--- config.mk ---
export PLATFORM = sky130hd
export DESIGN_NAME = toast_sequencer
export DESIGN_NICKNAME = d
export VERILOG_FILES = /design/src/rtl/toast_sequencer.sv
export SDC_FILE = /design/constraint.sdc
export NUM_CORES = 1
export LEC_CHECK = 0
export ABC_AREA = 1
export CORE_ASPECT_RATIO = 2
export CORE_MARGIN = 2
export CORE_UTILIZATION = 31
export CTS_BUF_LIST = sky130_fd_sc_hd__clkbuf_16
export DETAILED_ROUTE_END_ITERATION = 12
export DONT_BUFFER_PORTS = 1
export PLACE_DENSITY = 0.5
export RECOVER_POWER = 25
export REMOVE_ABC_BUFFERS = 1
export SYNTH_ARGS = -nofsm -noshare
export SYNTH_HDL_FRONTEND = slang
export SYNTH_SLANG_ARGS = --single-unit
--- constraint.sdc ---
create_clock -name clk -period 2.7 [get_ports clk]
set_clock_uncertainty 0.15 [all_clocks]
set_input_delay 0.135 -clock clk [delete_from_list [all_inputs] [get_ports clk]]
set_output_delay 0.135 -clock clk [all_outputs]
set_load 0.1 [all_outputs]
--- src/rtl/toast_sequencer.sv ---
// Toaster cycle controller: latches time/duty on start, then sequences the
// timer_pwm block through PREHEAT -> TOAST -> WARM -> DONE with load handshakes.
module toast_sequencer #(
  parameter int unsigned PREHEAT_S   = 10,
  parameter int unsigned PREHEAT_DC  = 100,
  parameter int unsigned WARM_S      = 30,
  parameter int unsigned WARM_DC     = 20,
  parameter int unsigned ACK_TIMEOUT = 16,
  parameter int unsigned BEEP_CYCLES = 4000
) (
  input  logic        clk,
  input  logic        reset,
  input  logic        start_btn,
  input  logic        stop_btn,
  input  logic        lever_down,
  input  logic [9:0]  set_time,
  input  logic [7:0]  set_dc,
  input  logic        write_ack,
  input  logic [11:0] tled,
  output logic        tmr_write,
  output logic [9:0]  tmr_time,
  output logic [7:0]  tmr_dc,
  output logic        tmr_start,
  output logic        beep,
  output logic        busy,
  output logic        error,
  output logic [2:0]  state_o
);

  localparam int unsigned ACK_W  = $clog2(ACK_TIMEOUT + 1);
  localparam int unsigned BEEP_W = $clog2(BEEP_CYCLES + 1);

  typedef enum logic [2:0] {
    IDLE    = 3'd0,
    LOAD    = 3'd1,
    PREHEAT = 3'd2,
    TOAST   = 3'd3,
    WARM    = 3'd4,
    DONE    = 3'd5,
    CLEAR   = 3'd6
  } state_t;

  state_t              state, state_nx, tgt, tgt_nx;
  logic [9:0]          toast_time, toast_time_nx;
  logic [7:0]          toast_dc, toast_dc_nx;
  logic                start_prev, entered, error_nx;
  logic [ACK_W-1:0]    ack_cnt;
  logic [BEEP_W-1:0]   beep_cnt;
  logic                write_nx, start_nx;
  logic [9:0]          time_nx;
  logic [7:0]          dc_nx;
  logic                abort_c, ack_ok_c, ack_to_c, phase_done_c, accept_c, beep_end_c;

  // Next phase after a completed one; zero-length phases are skipped.
  function automatic state_t after_phase(input state_t s);
    after_phase = DONE;
    if (s == PREHEAT)                 after_phase = TOAST;
    else if (s == TOAST && WARM_S != 0) after_phase = WARM;
  endfunction

  function automatic logic [9:0] phase_time(input state_t s, input logic [9:0] tt);
    phase_time = 10'd0;
    case (s)
      PREHEAT: phase_time = 10'(PREHEAT_S);
      TOAST:   phase_time = tt;
      WARM:    phase_time = 10'(WARM_S);
      default: phase_time = 10'd0;
    endcase
  endfunction

  function automatic logic [7:0] phase_dc(input state_t s, input logic [7:0] td);
    phase_dc = 8'd0;
    case (s)
      PREHEAT: phase_dc = 8'(PREHEAT_DC);
      TOAST:   phase_dc = td;
      WARM:    phase_dc = 8'(WARM_DC);
      default: phase_dc = 8'd0;
    endcase
  endfunction

  assign abort_c      = stop_btn || !lever_down;
  assign ack_ok_c     = tmr_write && write_ack;
  assign ack_to_c     = tmr_write && !write_ack && (ack_cnt == ACK_W'(ACK_TIMEOUT - 1));
  // The entry cycle may still show the previous timer content, so ignore it.
  assign phase_done_c = !entered && (tled == 12'd0);
  assign accept_c     = start_btn && !start_prev && lever_down && !stop_btn &&
                        (set_time != 10'd0);
  assign beep_end_c   = (beep_cnt == BEEP_W'(BEEP_CYCLES - 1));
  assign state_o      = state;

  // State and all registered outputs.
  always_ff @(posedge clk) begin
    if (reset) begin
      state      <= CLEAR;
      tgt        <= TOAST;
      toast_time <= 10'd0;
      toast_dc   <= 8'd0;
      start_prev <= 1'b0;
      entered    <= 1'b1;
      ack_cnt    <= '0;
      beep_cnt   <= '0;
      tmr_write  <= 1'b0;
      tmr_time   <= 10'd0;
      tmr_dc     <= 8'd0;
      tmr_start  <= 1'b0;
      beep       <= 1'b0;
      busy       <= 1'b1;
      error      <= 1'b0;
    end else begin
      state      <= state_nx;
      tgt        <= tgt_nx;
      toast_time <= toast_time_nx;
      toast_dc   <= toast_dc_nx;
      start_prev <= start_btn;
      entered    <= (state_nx != state);
      tmr_write  <= write_nx;
      tmr_time   <= time_nx;
      tmr_dc     <= dc_nx;
      tmr_start  <= start_nx;
      beep       <= (state_nx == DONE);
      busy       <= (state_nx != IDLE);
      error      <= error_nx;
      if (state_nx != state)
        ack_cnt <= '0;
      else if (tmr_write && ack_cnt < ACK_W'(ACK_TIMEOUT))
        ack_cnt <= ack_cnt + ACK_W'(1);
      if (state_nx != state)
        beep_cnt <= '0;
      else if (state == DONE && beep_cnt < BEEP_W'(BEEP_CYCLES))
        beep_cnt <= beep_cnt + BEEP_W'(1);
    end
  end

  // Next state, latched settings and next output values.
  always_comb begin
    state_nx      = state;
    tgt_nx        = tgt;
    toast_time_nx = toast_time;
    toast_dc_nx   = toast_dc;
    error_nx      = error;
    write_nx      = 1'b0;
    time_nx       = 10'd0;
    dc_nx         = 8'd0;
    start_nx      = 1'b0;

    case (state)
      IDLE: begin
        if (accept_c) begin
          state_nx      = LOAD;
          tgt_nx        = (PREHEAT_S != 0) ? PREHEAT : TOAST;
          toast_time_nx = set_time;
          toast_dc_nx   = (set_dc > 8'd100) ? 8'd100 : set_dc;
          error_nx      = 1'b0;
        end
      end
      LOAD: begin
        if (abort_c) begin
          state_nx = CLEAR;
        end else if (ack_to_c) begin
          state_nx = CLEAR;
          error_nx = 1'b1;
        end else if (ack_ok_c) begin
          state_nx = tgt;
        end
      end
      PREHEAT, TOAST, WARM: begin
        if (abort_c) begin
          state_nx = CLEAR;
        end else if (phase_done_c) begin
          if (after_phase(state) == DONE) begin
            state_nx = DONE;
          end else begin
            state_nx = LOAD;
            tgt_nx   = after_phase(state);
          end
        end
      end
      DONE: begin
        if (abort_c || beep_end_c) state_nx = IDLE;
      end
      CLEAR: begin
        if (ack_to_c) begin
          state_nx = IDLE;
          error_nx = 1'b1;
        end else if (ack_ok_c) begin
          state_nx = IDLE;
        end
      end
      default: state_nx = CLEAR;
    endcase

    write_nx = (state_nx == LOAD) || (state_nx == CLEAR);
    if (state_nx == LOAD) time_nx = phase_time(tgt_nx, toast_time_nx);
    start_nx = (state_nx == PREHEAT) || (state_nx == TOAST) || (state_nx == WARM);
    if (start_nx) dc_nx = phase_dc(state_nx, toast_dc_nx);
  end

endmodule

# Word-level counts from Yosys, hierarchy flattened
# Index checks and enable logic that the tools add are counted.
[totals] ff_bits=66 mem_bits_ro=0 ramBits=0 input_bits=36 word_cells=105 latchBits=0 mem_count=0 out_inout_bits=26
[classes] div=0 n_shift=0 addsub=2 mul=0 reduce_logical=30 n_mux=32 bitwise=2 magnitude_cmp=3 n_eq_ne=21
[op_table] op="3-bit 2-to-1 mux" count=18
[op_table] op="10-bit case mux with 3 select lines" count=1
[op_table] op="3-bit == test, second input constant" count=8
[op_table] op="8-bit 2-to-1 mux" count=3
[op_table] op="8-bit case mux with 3 select lines" count=1
[op_table] op="10-bit 2-to-1 mux" count=2
[op_table] op="3-bit by 2-bit == test with 1-bit output, second input constant" count=6
[op_table] op="3-bit case mux with 5 select lines" count=1
[op_table] op="12-bit by 1-bit adder with 12-bit output, second input constant" count=1
[op_table] op="12-bit == test, second input constant" count=1
[op_table] op="12-bit zero test" count=1
[op_table] op="12-bit < comparator, second input constant" count=1
[op_table] op="1-bit logical AND" count=10
[op_table] op="10-bit nonzero test" count=1
[op_table] op="8-bit by 7-bit greater-than comparator with 1-bit output, second input constant" count=1
[op_table] op="3-bit by 1-bit == test with 1-bit output, second input constant" count=2
[op_table] op="3-bit case mux with 2 select lines" count=1
[op_table] op="3-bit nonzero test" count=2
[op_table] op="2-bit OR reduction" count=3
[op_table] op="5-bit by 1-bit adder with 5-bit output, second input constant" count=1
[op_table] op="5-bit by 4-bit == test with 1-bit output, second input constant" count=1
[op_table] op="1-bit zero test" count=5
[op_table] op="1-bit logical OR" count=5
[op_table] op="5-bit < comparator, second input constant" count=1
[op_table] op="other kinds (8)" count=13

# Longest topological paths before layout
# Gate-level depths: netlist (run 1).
[logic_depth] ltp_word=16 depth_mapped=17

# Worst setup path before layout (run 1)
# OpenSTA, ideal clock, no wires.
[synth_timing] path_type="register -> register" start="reg state[2] (netlist: state_o[2])" end="reg beep_cnt[10]" t_arrival_ns=2.403 path_slack_ns=0.028 path_stages_with_launch=14 synth_period_minus_slack_ns=2.672 setup_time_ns=0.118 required_time_ns=2.432 cell_sequence="dfxtp_1 > buf_2 > nand2_1 > nor2_1 > nand4_1 > nand2_1 > nor2_2 > nand2_1 > nand2_1 > nand2_1 > nor2_2 > nand3_4 > buf_6 > nor3_2"
[synth_via] elab_chain_cells=13
[synth_rtl] element="from (decl)" line_no="43" text="state_t state, state_nx, tgt, tgt_nx;"
[synth_rtl] element="from (signal assigned)" line_no="110" text="state <= state_nx;"
[synth_rtl] element="3-bit by 2-bit == test with 1-bit output" line_no="58, 146"
[synth_rtl] element="1-bit 2-to-1 mux" line_no="58" text="else if (s == TOAST && WARM_S != 0) after_phase = WARM;"
[synth_rtl] element="3-bit 2-to-1 mux" line_no="57" text="if (s == PREHEAT) after_phase = TOAST;"
[synth_rtl] element="3-bit 2-to-1 mux" line_no="169" text="end else if (phase_done_c) begin"
[synth_rtl] element="3-bit 2-to-1 mux" line_no="167" text="if (abort_c) begin"
[synth_rtl] element="3-bit 2-to-1 mux" line_no="146" text="case (state)"
[synth_rtl] element="3-bit == test" line_no="170" text="if (after_phase(state) == DONE) begin"
[synth_rtl] element="3-bit 2-to-1 mux" line_no="170"
[synth_rtl] element="3-bit 2-to-1 mux" line_no="169"
[synth_rtl] element="3-bit 2-to-1 mux" line_no="167"
[synth_rtl] element="3-bit case mux with 5 select lines" line_no="146"
[synth_rtl] element="3-bit inequality test" line_no="127" text="if (state_nx != state)"
[synth_rtl] element="2-bit OR reduction (no source line)"
[synth_rtl] element="to (signal assigned)" line_no="130" text="beep_cnt <= beep_cnt + BEEP_W'(1);"
[synth_rtl] element="to (decl)" line_no="48" text="logic [BEEP_W-1:0] beep_cnt;"
# Several ways; a longest one is shown, not always the timed one. The select of a mux whose other input is x is not followed.
# A chain may end at the register's enable or synchronous reset.

# Worst setup path in the final report (run 1)
[layout_timing] start="in reset" end="reg tmr_time[2]"
[layout_via] elab_chain_cells=1
[layout_rtl] element="from (decl)" line_no="12" text="input logic reset,"
[layout_rtl] element="2-bit OR reduction (no source line)"
[layout_rtl] element="to (signal assigned)" line_no="117" text="tmr_time <= time_nx;"
[layout_rtl] element="to (decl)" line_no="21" text="output logic [9:0] tmr_time,"
# No other way between the ends.

==> run_results.csv, run 1 <==
group,metric,value,unit
outcome,status,"complete, no violations",
sta,slew_violations,0,
sta,worst_pin_slew,1.26,ns
global_route,met3_usage,4.60,%
worst_setup_path,arrival,2.54,ns
placed_design,io_buffers,0,
global_route,use_met1,13.9,%
global_route,grt-busiest-layer,"met2",
worst_setup_path,critPathBufInv,2,
power_and_ir_drop,p_total,3.37,mW
synthesis,synthArstFlopShare,0,%
sta,fmax,404,MHz
final_layout,layout-drive-gt1-share,14.4,%
synthesis,synth_ff_type,"dfxtp_1",
power_and_ir_drop,switching_share,42.1,%
die,die_h,144,µm
power_and_ir_drop,switchingPower,1.42,mW
final_layout,area_delta_synth_final,22.5,%
synthesis,synth_top_cell_by_area,"dfxtp_1",
worst_setup_path,critPathMaxStageDelay,1.27,ns
die,initial_utilization,31.6,%
detailed_routing,drc,0,
final_layout,stdcell_count,569,
power_and_ir_drop,p_leak,1.52,nW
detailed_routing,ant_nets,0,
placed_design,dp.cells,529,
die,fp-row-count,51,
global_route,grt_util_met2,28.3,%
power_and_ir_drop,p_int,1.95,mW
min_path,hold_class,"primary input to register",
worst_setup_path,cp_cell_sequence,"dlygate4sd3_1 > clkinv_1 > nand2_2 > nor2_4 > nand2b_1 > nand2_1",
sta,whs,0.0117,ns
clock_network,htree_num_levels,3,
worst_setup_path,cp_top_family,"buffers and inverters",
power_and_ir_drop,vdd_ir_drop_max,0.371,mV
detailed_routing,drtIter0Drc,99,
die,die-area,0.0107,mm²
clock_network,clk_latency,0.34,ns
final_layout,fin_util,38.7,%
global_route,track_usage,15.4,%
sta,layout_min_cycle_time,2.47,ns
power_and_ir_drop,pwr-share-comb,29.9,%
power_and_ir_drop,clkPwrFrac,30.5,%
placed_design,globalplace.congestion,0.889,
clock_network,cts_root_buffer,"clkbuf_16",
synthesis,synth_area_per_cell,7.70,µm²
clock_network,cts_tree,"built",
global_route,grt_pass1_wl,12.0,mm
sta,hold_viol_final,0,
worst_setup_path,cp-start-kind,"primary input",
placed_design,dp_hpwl,5.55,mm
worst_setup_path,worstSetupEndpointType,"register",
detailed_routing,wl_per_cell,13.4,µm
global_route,grt_pass1_vias,2592,
synthesis,synth_top_area_share,43.4,%
die,core_area,0.00964,mm²
synthesis,synth_edf_count,0,
die,die_x,74.0,µm
clock_network,cts.sinks,66,
synthesis,ys_ff_latch,66,
sta,tns,0,ns
synthesis,yosysMostFrequentCell,"nand2_1",
detailed_routing,num_vias,2626,
worst_setup_path,cp_max_fo,27,
global_route,grt.overflow.total,0,
detailed_routing,via_per_inst,4.62,
synthesis,synth_area,0.00304,mm²
detailed_routing,drt_pre_antenna_iters,4,
synthesis,ys_seq_area_share,43.4,%
clock_network,clockBufferDepth,2,
sta,finalSetupViolations,0,
global_route,antenna_found_initial,0,
worst_setup_path,crit_type,"primary input to register",
detailed_routing,routed_wl,7.62,mm
worst_setup_path,crit_required,2.76,ns
sta,max_slew_margin,16.3,%
final_layout,num_antenna_cells,0,
die,ioPinCount,62,
synthesis,yosys-top-cells-count,"nand2_1 (75), dfxtp_1 (66), nor2_1 (64), inv_1 (39), nand3_1 (29)",
synthesis,ys_warn_count,0,
flow_run,max_cap_violations,0,
final_layout,nNetsFinal,471,
clock_network,numCtsBuffers,9,
clock_network,clk_pin_slew,0.05,ns
global_route,grt_max_degree,28,
sta,period_share,91.7,%
synthesis,yosys-top-cells-area,"dfxtp_1 (43%), nand2_1 (9.3%), nor2_1 (7.9%), inv_1 (4.8%), nand3_1 (4.8%)",
synthesis,syn_inst,395,
synthesis,ys_types,38,
power_and_ir_drop,power.density,905,mW/mm²
power_and_ir_drop,p_seq_share,39.6,%
worst_setup_path,slowest_stage,"dlygate4sd3_1",
-- metal layers --
metal / wire length (µm) / part of all wire [%] / vias to the layer above
met5: 0 / 0 / -
met4: 315 / 4.1 / 0
met3: 377 / 4.9 / 22
met2: 4330 / 57 / 60
met1: 2600 / 34 / 1208
li1: - / - / 1336
-- power by group through the flow --
stage                     registers, mW  logic (mW)  clock network, mW
final                              1.33        1.01               1.03
after global routing               1.35        1.11               1.11
after CTS                          1.34       0.950               1.06
after detailed placement           1.36       0.918                  0
after global placement             1.36       0.913                  0
after floorplan                    1.48       0.563                  0
-- registers in the layout (all words and copies together) (netlist names), 3 cells and up --
register and count:
state_o 3, ack_cnt 5, tgt 3, tmr_time 10, toast_time 10, beep_cnt 12
tmr_dc 8, toast_dc 8
-- placed cells by master (no fill, tap or decap), types with 3 or more instances in the layout --
cell            n
ha_1            3
nand2_4         3
inv_1          41
nor2_1         64
buf_4          10
nor3_1         14
o21ai_0        11
nor2_2          5
dlygate4sd3_1  21
o21a_1          4
dfxtp_1        66
nor2_4          3
nand2_1        75
nand2_2         3
clkbuf_1        3
inv_2           3
xor2_1         12
nand3_2         3
a21oi_1         6
a22oi_1         3
clkinv_2        3
or2_2           4
nand3_1        29
a211oi_1        3
nor3_2         11
clkbuf_16       9
mux2i_1         6
nand4_1         4
-- final cells by class --
cell class / instances / area [µm²]
sequential: 66 / 1320
fill: 1003 / 5910
clock buffer: 9 / 225
multi-input combinational: 277 / 1510
timing repair buffer: 34 / 297
inverter: 44 / 168
tap: 132 / 165
clock inverter: 7 / 38.8
-- logic make-up after synthesis --
| logic type | count (synthesis) | synth area share, % |
|---|---|---|
| mux | 6 | 1.97 |
| xor+xnor | 13 | 3.74 |
| simple gates | 223 | 35.8 |
| flops | 66 | 43.4 |
| compound gates | 31 | 6.46 |
| fa+ha+maj | 3 | 1.23 |
| buf+inv | 53 | 7.36 |
-- path summary, 6_finish.rpt --
path	startpoint	to	slack [ns]	cells past startpoint
max	reset	tmr_time[2]	0.23	6
min	set_time[3]	toast_time[3]	0.01	4
max reg2reg	state_o[1]	toast_dc[6]	0.24	9
min reg2reg	toast_dc[7]	toast_dc[7]	0.32	2
-- what timing repair did --
| item | CTS | global route |
|---|---|---|
| hold buffers | 21 | 0 |
| resized for setup | 0 | 1 |
| buffers inserted | 0 | 2 |
| endpoints found under the setup margin | 0 | 4 |
| hold endpoints to repair | 44 | 0 |
-- worst min-delay path, cell delays in order --
cell,delay [ns]
or2_2,0.08
o21a_1,0.13
inv_1,0.04
nor2_1,0.07
-- metrics by stage --
stage / instance area (µm²) / setup WS [ns]
6_report: 3730 / 0.225
5_1_grt: 3730 / -0.00527
4_1_cts: 3710 / 0.227
3_5_place_dp: 3230 / 0.293
3_3_place_gp: 3230 / 0.339
2_1_floorplan: 2990 / -0.0987
Power figures use the tool's default switching activity.
==> run 2: changes to the inputs <==
--- a/config.mk
+++ b/config.mk
@@ -8,11 +8,11 @@
 export ABC_AREA = 1
 export CORE_ASPECT_RATIO = 2
 export CORE_MARGIN = 2
-export CORE_UTILIZATION = 31
+export CORE_UTILIZATION = 45
 export CTS_BUF_LIST = sky130_fd_sc_hd__clkbuf_16
 export DETAILED_ROUTE_END_ITERATION = 12
 export DONT_BUFFER_PORTS = 1
-export PLACE_DENSITY = 0.5
+export PLACE_DENSITY = 0.65
 export RECOVER_POWER = 25
 export REMOVE_ABC_BUFFERS = 1
 export SYNTH_ARGS = -nofsm -noshare
==> run_results.csv, run 2 (synthesis gave the netlist of run 1 again) <==
group,metric,value,unit
outcome,status,"complete, no violations",
sta,fmax,404,MHz
final_layout,design_area,0.00364,mm²
detailed_routing,via_per_inst,5.04,
die,die-area,0.00747,mm²
die,ioPinCount,62,
worst_setup_path,crit_required,2.73,ns
global_route,grt_max_degree,28,
clock_network,clk_pin_slew,0.05,ns
detailed_routing,routed_wl,6.92,mm
global_route,grt_pass1_wl,11.9,mm
clock_network,numCtsBuffers,9,
sta,hold_viol_final,0,
placed_design,globalplace.congestion,0.940,
worst_setup_path,cp_max_fo,15,
final_layout,most-common-layout-cells,"nand2_1 (75), dfxtp_1 (66), nor2_1 (64), inv_1 (40), nand3_1 (29)",
flow_run,max_cap_violations,0,
global_route,track_usage,20.4,%
worst_setup_path,arrival,2.50,ns
sta,worst_pin_slew,1.25,ns
global_route,grt_pass1_vias,2682,
worst_setup_path,r2r_start,"ack_cnt[0]",
placed_design,dpl_cell_area,0.00316,mm²
power_and_ir_drop,power.density,944,mW/mm²
worst_setup_path,slowest_stage,"dlygate4sd3_1",
final_layout,fillers,634,
final_layout,multi_input_area,0.00150,mm²
clock_network,cts_tree,"built",
final_layout,num_antenna_cells,0,
detailed_routing,wl_per_cell,13.4,µm
final_layout,layout-drive-gt1-share,13.1,%
power_and_ir_drop,vdd_ir_drop_max,0.688,mV
global_route,grt.overflow.total,0,
min_path,min_from,"set_dc[7]",
die,initial_utilization,46.3,%
final_layout,regArea,0.00132,mm²
worst_setup_path,worstSetupEndpointType,"register",
worst_setup_path,cp-start-kind,"primary input",
final_layout,top_register,"beep_cnt",
final_layout,area_delta_synth_final,19.8,%
clock_network,cts_setup_buffers,0,
final_layout,final_common_cell,"nand2_1",
sta,whs,0.0140,ns
detailed_routing,num_vias,2599,
die,die_x,62.1,µm
placed_design,post-place-ws,0.272,ns
die,core_area,0.00657,mm²
final_layout,top_regs,"beep_cnt: 12 flops, tmr_time: 10 flops, toast_time: 10 flops",
worst_setup_path,crit_type,"primary input to register",
power_and_ir_drop,p_leak,1.50,nW
sta,rsz0062_at_grt,"no",
die,fp-row-count,42,
sta,slew_violations,0,
detailed_routing,drt_pre_antenna_iters,5,
final_layout,nNetsFinal,463,
clock_network,cts.sinks,66,
sta,max_slew_margin,16.8,%
global_route,antenna_found_initial,0,
placed_design,dp_hpwl,5.12,mm
min_path,hold_class,"primary input to register",
worst_setup_path,cp_cell_sequence,"dlygate4sd3_1 > inv_1 > nor3_1 > o21ai_0 > nor2_1 > buf_4 > nand2_1 > o22ai_1 > dlygate4sd3_1 > nor2_1",
detailed_routing,drtIter0Drc,117,
clock_network,clockBufferDepth,2,
clock_network,htree_num_levels,3,
final_layout,fin_util,55.5,%
clock_network,cts_root_buffer,"clkbuf_16",
placed_design,io_buffers,0,
sta,finalSetupViolations,0,
die,die_h,120,µm
detailed_routing,ant_nets,0,
sta,setup_ws,0.227,ns
worst_setup_path,critPathMaxStageDelay,0.59,ns
sta,tns,0,ns
detailed_routing,drc,0,
worst_setup_path,worstSetupStartpoint,"start_btn",
sta,layout_min_cycle_time,2.47,ns
final_layout,largest_reg_flops,12,
sta,period_share,91.6,%
clock_network,clk_latency,0.33,ns
-- run 2: report_power, final --
part	switching, mW	internal (mW)	total [mW]	leakage [nW]
clock	0.399	0.796	1.19	0.150
combinational	0.644	0.241	0.885	0.812
sequential	0.311	1.05	1.36	0.534
total	1.35	2.09	3.44	1.50
-- run 2: path summary, 6_finish.rpt --
path | end | slack [ns] | depth (start not counted)
worst min register to register | toast_dc[7] | 0.32 | 2
worst max-delay path | toast_dc[6] | 0.23 | 10
worst min-delay path | toast_dc[4] | 0.01 | 5
worst max register to register | beep_cnt[2] | 0.25 | 15
-- run 2: cell type report --
type                       count  area share [%]
sequential                    66            36.3
inverter                      44            4.60
timing repair buffer          27            6.56
tap                           88            3.02
clock buffer                   9            6.18
multi-input combinational    276            41.1
clock inverter                 6            2.30
-- run 2: timing repair --
item,CTS,global route
gates resized for setup,0,1
endpoints found under the hold margin,42,0
endpoints found under the setup margin,0,2
hold buffers,19,0
-- run 2: stage by stage --
step                total power [mW]  std cells
finish                          3.44        516
global route                    3.59        516
CTS                             3.49        516
detailed placement              2.25        482
global placement                2.23        482
floorplan                       2.04        386
-- run 2: routing by layer --
layer	part of all wire [%]	GRT usage, %
met2	56	37.4
met4	4.1	14.6
met1	35	19.1
met3	4.8	5.77
met5	0	0
-- run 2: worst max-delay path, delay by kind of cell --
kind | cells | cell delay (ns)
compound gates | 2 | 0.40
buf+inv | 4 | 1.41
simple gates | 4 | 0.54
